### config.mk
export PLATFORM = sky130hd
export DESIGN_NAME = window3x3_line_buffer
export DESIGN_NICKNAME = d
export VERILOG_FILES = /design/src/rtl/window3x3_line_buffer.sv
export SDC_FILE = /design/constraint.sdc
export NUM_CORES = 2
export LEC_CHECK = 0
export BUFFER_PORTS_ARGS = -buffer_cell sky130_fd_sc_hd__buf_2
export CORE_MARGIN = 1
export CORE_UTILIZATION = 25
export DETAILED_ROUTE_END_ITERATION = 10
export PLACE_DENSITY = 0.38
export SYNTH_ARGS = -nofsm -noshare
export SYNTH_HDL_FRONTEND = slang
export SYNTH_SLANG_ARGS = --single-unit
### constraint.sdc
create_clock -name clk_i -period 36.7 [get_ports clk_i]
set_input_delay 5.505 -clock clk_i [delete_from_list [all_inputs] [get_ports clk_i]]
set_output_delay 5.505 -clock clk_i [all_outputs]
set_load 0.02 [all_outputs]
### src/rtl/window3x3_line_buffer.sv
// Streaming 3x3 window generator: two line buffers plus a two-column tap shift feed one
// output register carrying taps, centre coordinates, border and end-of-frame flags.
module window3x3_line_buffer #(
    parameter int unsigned ROWS   = 242,
    parameter int unsigned COLS   = 247,
    parameter int unsigned DATA_W = 8
) (
    input  logic                clk_i,
    input  logic                rst_i,
    input  logic                in_valid_i,
    output logic                in_ready_o,
    input  logic [DATA_W-1:0]   in_pixel_i,
    output logic                out_valid_o,
    input  logic                out_ready_i,
    output logic [9*DATA_W-1:0] out_window_o,
    output logic                out_border_o,
    output logic [15:0]         out_row_o,
    output logic [15:0]         out_col_o,
    output logic                out_last_o
);

    localparam int unsigned RowW = $clog2(ROWS);
    localparam int unsigned ColW = $clog2(COLS);
    localparam logic [RowW-1:0] RowLast = RowW'(ROWS - 1);
    localparam logic [ColW-1:0] ColLast = ColW'(COLS - 1);

    typedef enum logic {StRun, StFlush} state_e;

    state_e state_q, state_d;

    // Input position (row/col of the next accepted pixel) and next window centre to load.
    logic [RowW-1:0] in_row_q, in_row_d, ctr_row_q, ctr_row_d;
    logic [ColW-1:0] in_col_q, in_col_d, ctr_col_q, ctr_col_d;

    logic [DATA_W-1:0] lb1_q [COLS];
    logic [DATA_W-1:0] lb2_q [COLS];
    logic [DATA_W-1:0] tap_a_q [3];
    logic [DATA_W-1:0] tap_b_q [3];
    logic [DATA_W-1:0] new_col [3];

    logic                out_valid_q, out_valid_d;
    logic [9*DATA_W-1:0] out_window_q, out_window_d;
    logic                out_border_q, out_border_d;
    logic [15:0]         out_row_q, out_row_d;
    logic [15:0]         out_col_q, out_col_d;
    logic                out_last_q, out_last_d;

    logic                can_load, in_fire, in_last, past_first, load;
    logic                ctr_last, ctr_border;
    logic [9*DATA_W-1:0] win_new;

    always_comb begin
        can_load   = !out_valid_q || out_ready_i;
        in_ready_o = (state_q == StRun) && can_load;
        in_fire    = in_valid_i && in_ready_o;
        in_last    = (in_row_q == RowLast) && (in_col_q == ColLast);
        // n >= COLS+1: the pixel completes the bottom-right tap of some window.
        past_first = (in_row_q > RowW'(1)) || ((in_row_q == RowW'(1)) && (in_col_q != '0));
        load       = (state_q == StRun) ? (in_fire && past_first) : can_load;
        ctr_last   = (ctr_row_q == RowLast) && (ctr_col_q == ColLast);
        ctr_border = (ctr_row_q == '0) || (ctr_row_q == RowLast) ||
                     (ctr_col_q == '0) || (ctr_col_q == ColLast);

        new_col[0] = lb2_q[in_col_q];
        new_col[1] = lb1_q[in_col_q];
        new_col[2] = in_pixel_i;

        win_new = '0;
        for (int ki = 0; ki < 3; ki++) begin
            win_new[(ki*3+0)*DATA_W +: DATA_W] = tap_a_q[ki];
            win_new[(ki*3+1)*DATA_W +: DATA_W] = tap_b_q[ki];
            win_new[(ki*3+2)*DATA_W +: DATA_W] = new_col[ki];
        end
    end

    always_comb begin
        state_d      = state_q;
        in_row_d     = in_row_q;
        in_col_d     = in_col_q;
        ctr_row_d    = ctr_row_q;
        ctr_col_d    = ctr_col_q;
        out_valid_d  = out_valid_q && !out_ready_i;
        out_window_d = out_window_q;
        out_border_d = out_border_q;
        out_row_d    = out_row_q;
        out_col_d    = out_col_q;
        out_last_d   = out_last_q;

        if (load) begin
            out_valid_d  = 1'b1;
            out_window_d = ctr_border ? '0 : win_new;
            out_border_d = ctr_border;
            out_row_d    = 16'(ctr_row_q);
            out_col_d    = 16'(ctr_col_q);
            out_last_d   = ctr_last;
            if (ctr_last) begin
                ctr_row_d = '0;
                ctr_col_d = '0;
                state_d   = StRun;
            end else if (ctr_col_q == ColLast) begin
                ctr_col_d = '0;
                ctr_row_d = ctr_row_q + RowW'(1);
            end else begin
                ctr_col_d = ctr_col_q + ColW'(1);
            end
        end

        if (in_fire) begin
            if (in_last) begin
                in_row_d = '0;
                in_col_d = '0;
                state_d  = StFlush;
            end else if (in_col_q == ColLast) begin
                in_col_d = '0;
                in_row_d = in_row_q + RowW'(1);
            end else begin
                in_col_d = in_col_q + ColW'(1);
            end
        end
    end

    always_ff @(posedge clk_i) begin
        if (rst_i) begin
            state_q      <= StRun;
            in_row_q     <= '0;
            in_col_q     <= '0;
            ctr_row_q    <= '0;
            ctr_col_q    <= '0;
            out_valid_q  <= 1'b0;
            out_window_q <= '0;
            out_border_q <= 1'b0;
            out_row_q    <= '0;
            out_col_q    <= '0;
            out_last_q   <= 1'b0;
        end else begin
            state_q      <= state_d;
            in_row_q     <= in_row_d;
            in_col_q     <= in_col_d;
            ctr_row_q    <= ctr_row_d;
            ctr_col_q    <= ctr_col_d;
            out_valid_q  <= out_valid_d;
            out_window_q <= out_window_d;
            out_border_q <= out_border_d;
            out_row_q    <= out_row_d;
            out_col_q    <= out_col_d;
            out_last_q   <= out_last_d;
        end
    end

    // Storage only ever feeds interior windows, so it needs no reset.
    always_ff @(posedge clk_i) begin
        if (in_fire) begin
            lb1_q[in_col_q] <= in_pixel_i;
            lb2_q[in_col_q] <= new_col[1];
            for (int k = 0; k < 3; k++) begin
                tap_a_q[k] <= tap_b_q[k];
                tap_b_q[k] <= new_col[k];
            end
        end
    end

    assign out_valid_o  = out_valid_q;
    assign out_window_o = out_window_q;
    assign out_border_o = out_border_q;
    assign out_row_o    = out_row_q;
    assign out_col_o    = out_col_q;
    assign out_last_o   = out_last_q;

endmodule

Word-level counts from Yosys, hierarchy flattened --
Memories as Yosys holds them, arrays and structs flattened. A register that Yosys moved wholly into a read port is not among the register bits. Cells that the tools add are included.
Word-level totals: register bits after elaboration 124, latch bits 0, memory bits (writable) 4000, ROM bits 0, input port bits 12, output and inout port bits 108, memories kept 4
Cells by class: add/subtract/negate cells 4, multipliers 0, div/mod/pow operators 0, order comparisons 1, equal/unequal tests 5, shift operators 0, muxes and demuxes 21, bitwise logic cells 1, reduce and logical (&&, ||, !) cells 21
Memories:
- lb1_q | words 247, width 8, read ports 1, clocked after memory_dff 1, write ports 1, RTL line 35 | logic [DATA_W-1:0] lb1_q [COLS];
- lb2_q | words 247, width 8, read ports 1, clocked after memory_dff 1, write ports 1, RTL line 36 | logic [DATA_W-1:0] lb2_q [COLS];
- tap_a_q | words 3, width 8, read ports 3, clocked after memory_dff 0, write ports 3, RTL line 37 | logic [DATA_W-1:0] tap_a_q [3];
- tap_b_q | words 3, width 8, read ports 3, clocked after memory_dff 0, write ports 3, RTL line 38 | logic [DATA_W-1:0] tap_b_q [3];
Operators by type and width (count):
- 8-bit 2-to-1 mux | 12
- 72-bit 2-to-1 mux | 1
- 8-bit by 1-bit adder with 8-bit output, second input constant | 4
- 8-bit equality test, second input constant | 4
- 8-bit zero test | 2
- 8-bit by 1-bit equality test with 1-bit output, second input constant | 1
- 8-bit by 1-bit greater-than comparator with 1-bit output, second input constant | 1
- 1-bit 2-to-1 mux | 8
- 8-bit nonzero test | 1
- 1-bit logical AND | 7
- 1-bit logical OR | 5
- 2-bit AND reduction | 2
- 2-bit nonzero test | 2
- 1-bit zero test | 2
- 1-bit inverter | 1

Longest topological paths before layout --
depth in word-level cells 9, depth in mapped cells 14

Worst setup path after synthesis --
Ideal clock, no wire load.
path kind reg-to-reg, from reg (tool-made name), to mem lb2_q[0][0], data pin, library setup time 2.191 ns, arrival time 12.043 ns, data required time 34.509 ns, setup slack 22.465 ns, stages on the path, launching flop included 11, path buffers 4, cells stage by stage dfxtp_1 buf_2 buf_2 buf_2 clkbuf_1 nand2_1 and3_1 a311o_1 o21ai_0 a211oi_1 a211oi_1
RTL lines (RTL line):
- end: declaration | 36

Final worst setup path --
from in out_ready_i, to out in_ready_o
Between the ends: cells in the longest elaborated chain, start to end 2
Ends and longest elaborated chain:
- start: declaration | RTL line 14 | input logic out_ready_i,
- 1-bit logical OR | RTL line 53 | can_load = !out_valid_q || out_ready_i;
- 1-bit logical AND | RTL line 54 | in_ready_o = (state_q == StRun) && can_load;
- end: declaration | RTL line 11 | output logic in_ready_o,
Every way passes these cells.

==> run summary <==
Register area: 0.1228 mm^2
Die height: 799.7 um
Clk pwr share: 43.4%
Largest net degree at the start of global routing: 157
Pleak: 0.05629 uW
Initial Utilization: 25.12%
Worst Path Arrival: 6.35 ns
Cells after Synth: 7676
Root Buffer: clkbuf_16
Worst skew pair latency: 1.06 ns
Via total after detailed routing: 80790
Setup_tns: 0 ns
Setup-failing EPs final: 0
Nets: 8114
# H-tree levels: 5
Fin util: 29.34%
Internal: 8113 uW
I/O pins: 120
FMAX: 84.32 MHz
Core Area: 0.6332 mm^2
Hold Fails Final Rpt: 0
Primary FF master, synth: edfxtp_1
# Max-Cap Violations: 0
Initial detailed-routing violation count: 9054
Post-CTS resize count: 0
Layout Skew: 0.09784 ns
# port buffers: 103
WHS Path Cells: 0
Ys async rst share: 0%
CP Data Required Time: 31.19 ns
Most common cell after layout, fill and taps aside: edfxtp_1
Number of synthesized flops with an enable pin: 4000
CTS tree: yes
# fillers: 61710
Post-Syn Area per Cell: 20.72 um^2
Tot Pwr: 10570 uW
Crit path kind: in2out
Crit. End Element: primary output
First-pass GRT wire length: 749900 um
Synth warnings: 0
Initial antenna violation count: 81
R2R cell count: 15
Tmin final: 11.86 ns
Rel. slew slack: 9.930%
Synthesis-to-finish area growth: 16.79%
Die X: 799.7 um
Final Slew Violations: 0
Worst r2r dst: lb2_q[34][6]$_DFFE_PP_
Final wirelength: 560900 um
Area of the multi-input gates: 0.03455 mm^2
Slew at the pin closest to its max-slew limit: 1.350 ns
GRT Total Usage: 17.13%
Max IR drop VDD: 43.49 uV
Fraction of layout cells with a size suffix above 1: 26.68%
Crit-path max FO: 5
Post-CTS Hold Fix Bufs: 0
Die area: 0.6395 mm^2
CTS Sinks: 4132
Grt ovf: 0
Period utilisation layout: 32.32%
Mapped cell area: 0.1591 mm^2
Drt pass-1 iters: 8
Most frequent cells in the layout: edfxtp_1, mux4_2, clkbuf_16
Remaining routing DRC violations: 0
HPWL after detailed placement: 347700 um
Status: complete, no violations
Number of CTS-inserted buffers: 458
Sw Ratio: 23.25%
Reg power frac: 49.9%
Synth unique cells: 74
Pwr Density: 56.90 mW/mm^2
Vias in the first global route: 81720
Core Rows: 292
Clock buffer depth: 4
Postcts setup bufs: 0
Combinational power share: 6.7%
Critical path startpoint: out_ready_i
Crit path capture: in_ready_o
Vias per cell: 4.789
Clock-pin slew on the worst setup and hold paths: 0.06 ns
WL per Instance: 33.25 um
Switching Power: 2458 uW
Synth Register Bits: 4132
CP Launch Type: input port
Routability cong.: 0.7967
Detail Route Antenna Nets: 0
Worst hold path type: reg2reg
R2r setup slk: 27.77 ns
Sequential area share after synthesis: 77.17%
RSZ-0062 raised after global routing: false
-- synthesized netlist by cell type (all sizes together), types with 6 or more instances --
| cell type | number | area (um^2) |
|---|---|---|
| nand3 | 75 | 375.4 |
| a211oi | 26 | 195.2 |
| o22ai | 34 | 212.7 |
| a31oi | 41 | 256.5 |
| a41oi | 7 | 61.31 |
| xor2 | 16 | 140.1 |
| a22oi | 161 | 1209 |
| dfxtp | 132 | 2643 |
| nand4 | 18 | 112.6 |
| a22o | 27 | 236.5 |
| and2 | 15 | 93.84 |
| a21oi | 105 | 525.5 |
| mux4 | 887 | 19980 |
| a221oi | 34 | 304.0 |
| nor3 | 38 | 190.2 |
| nand2 | 442 | 1659 |
| buf | 289 | 2092 |
| inv | 20 | 75.07 |
| a32o | 6 | 60.06 |
| o21ai | 68 | 340.3 |
| nor2b | 22 | 137.6 |
| edfxtp | 4000 | 120100 |
| o221ai | 29 | 254.0 |
| mux2i | 357 | 3573 |
| ha | 13 | 162.7 |
| nand2b | 10 | 62.56 |
| o2111ai | 11 | 96.34 |
| a311oi | 34 | 310.3 |
| clkbuf | 175 | 656.9 |
| a32oi | 10 | 87.58 |
| and3 | 37 | 231.5 |
| nor2 | 416 | 1562 |
| mux2 | 26 | 292.8 |
| o211ai | 8 | 60.06 |
| xnor2 | 7 | 61.31 |
| a2111oi | 8 | 70.07 |
| nor4 | 9 | 56.30 |
-- state kept, by name (all words and copies together), names as in the netlist, named ones only --
| register | flops |
|---|---|
| state_q | 1 |
| tap_a_q | 24 |
| out_col_o | 8 |
| out_row_o | 8 |
| tap_b_q | 24 |
| in_row_q | 8 |
| lb1_q | 1976 |
| ctr_row_q | 8 |
| in_col_q | 8 |
| out_border_o | 1 |
| lb2_q | 1976 |
| ctr_col_q | 8 |
| out_last_o | 1 |
| out_valid_o | 1 |
| out_window_o | 72 |
-- area by class of cell --
| cell class | instances | share of cell area (%) |
|---|---|---|
| clock inverters | 285 | 1.564 |
| clock buffers | 556 | 6.402 |
| repair buffers | 402 | 1.624 |
| diodes | 21 | 0.02829 |
| multi-input cells | 3075 | 18.60 |
| flip-flops and latches | 4132 | 66.09 |
| inverters | 20 | 0.05253 |
| well taps | 8379 | 5.643 |
-- cells by family after synthesis --
family,after synthesis,share of synthesized area [%]
buffers and inverters,484,1.775
adder cells (fa/ha/maj),13,0.1023
AND/OR/NAND/NOR,1105,2.927
AO/OA/AOI/OAI,648,2.907
flip-flops,4132,77.17
other,1,0.002357
multiplexers,1270,14.99
XOR/XNOR,23,0.1266
-- worst max-delay path: stages --
cell     delay [ns]
buf_2          0.11
nor2b_1        0.36
nor2_1         0.17
buf_2          0.20
-- power groups by stage --
stage	Sequential (uW)	Combinational, uW	Clock [uW]
detailed placement	5380	732	0
finish	5280	711	4580
global placement	5370	721	0
floorplan	5410	371	0
CTS	5280	732	4680
global route	5270	748	4850
-- metal layers --
| layer | GRT usage (%) | part of all wire, % | vias up |
|---|---|---|---|
| met2 | 27.86 | 47 | 2834 |
| met3 | 2.936 | 6.6 | 622 |
| met5 | 0 | 0.013 | - |
| met1 | 23.85 | 43 | 44670 |
| met4 | 4.206 | 2.7 | 10 |
| li1 | - | - | 32650 |
-- how the worst min path moves through the flow --
stage,slack [ns],to,from
final,0.45,tap_a_q[0][11]$_DFFE_PP_,tap_b_q[0][11]$_DFFE_PP_
after global routing,0.47,tap_a_q[0][8]$_DFFE_PP_,tap_b_q[0][8]$_DFFE_PP_
after CTS,0.45,tap_a_q[0][23]$_DFFE_PP_,tap_b_q[0][23]$_DFFE_PP_
after detailed placement,0.44,tap_a_q[0][23]$_DFFE_PP_,tap_b_q[0][23]$_DFFE_PP_
after global placement,0.44,tap_a_q[0][23]$_DFFE_PP_,tap_b_q[0][23]$_DFFE_PP_
after floorplan,0.43,tap_a_q[0][0]$_DFFE_PP_,tap_b_q[0][0]$_DFFE_PP_
-- metrics by stage --
| stage | hold slack (ns) | std cells | instance area, um^2 | setup slack [ns] |
|---|---|---|---|---|
| floorplan | 0.4273 | 7691 | 159100 | 22.47 |
| global placement | 0.4417 | 16010 | 170900 | 24.86 |
| detailed placement | 0.4396 | 16010 | 170900 | 24.82 |
| CTS | 0.4533 | 16850 | 185700 | 24.82 |
| global route | 0.4667 | 16850 | 185700 | 24.78 |
| finish | 0.4539 | 16870 | 185800 | 24.84 |
(Power assumes the default switching activity.)
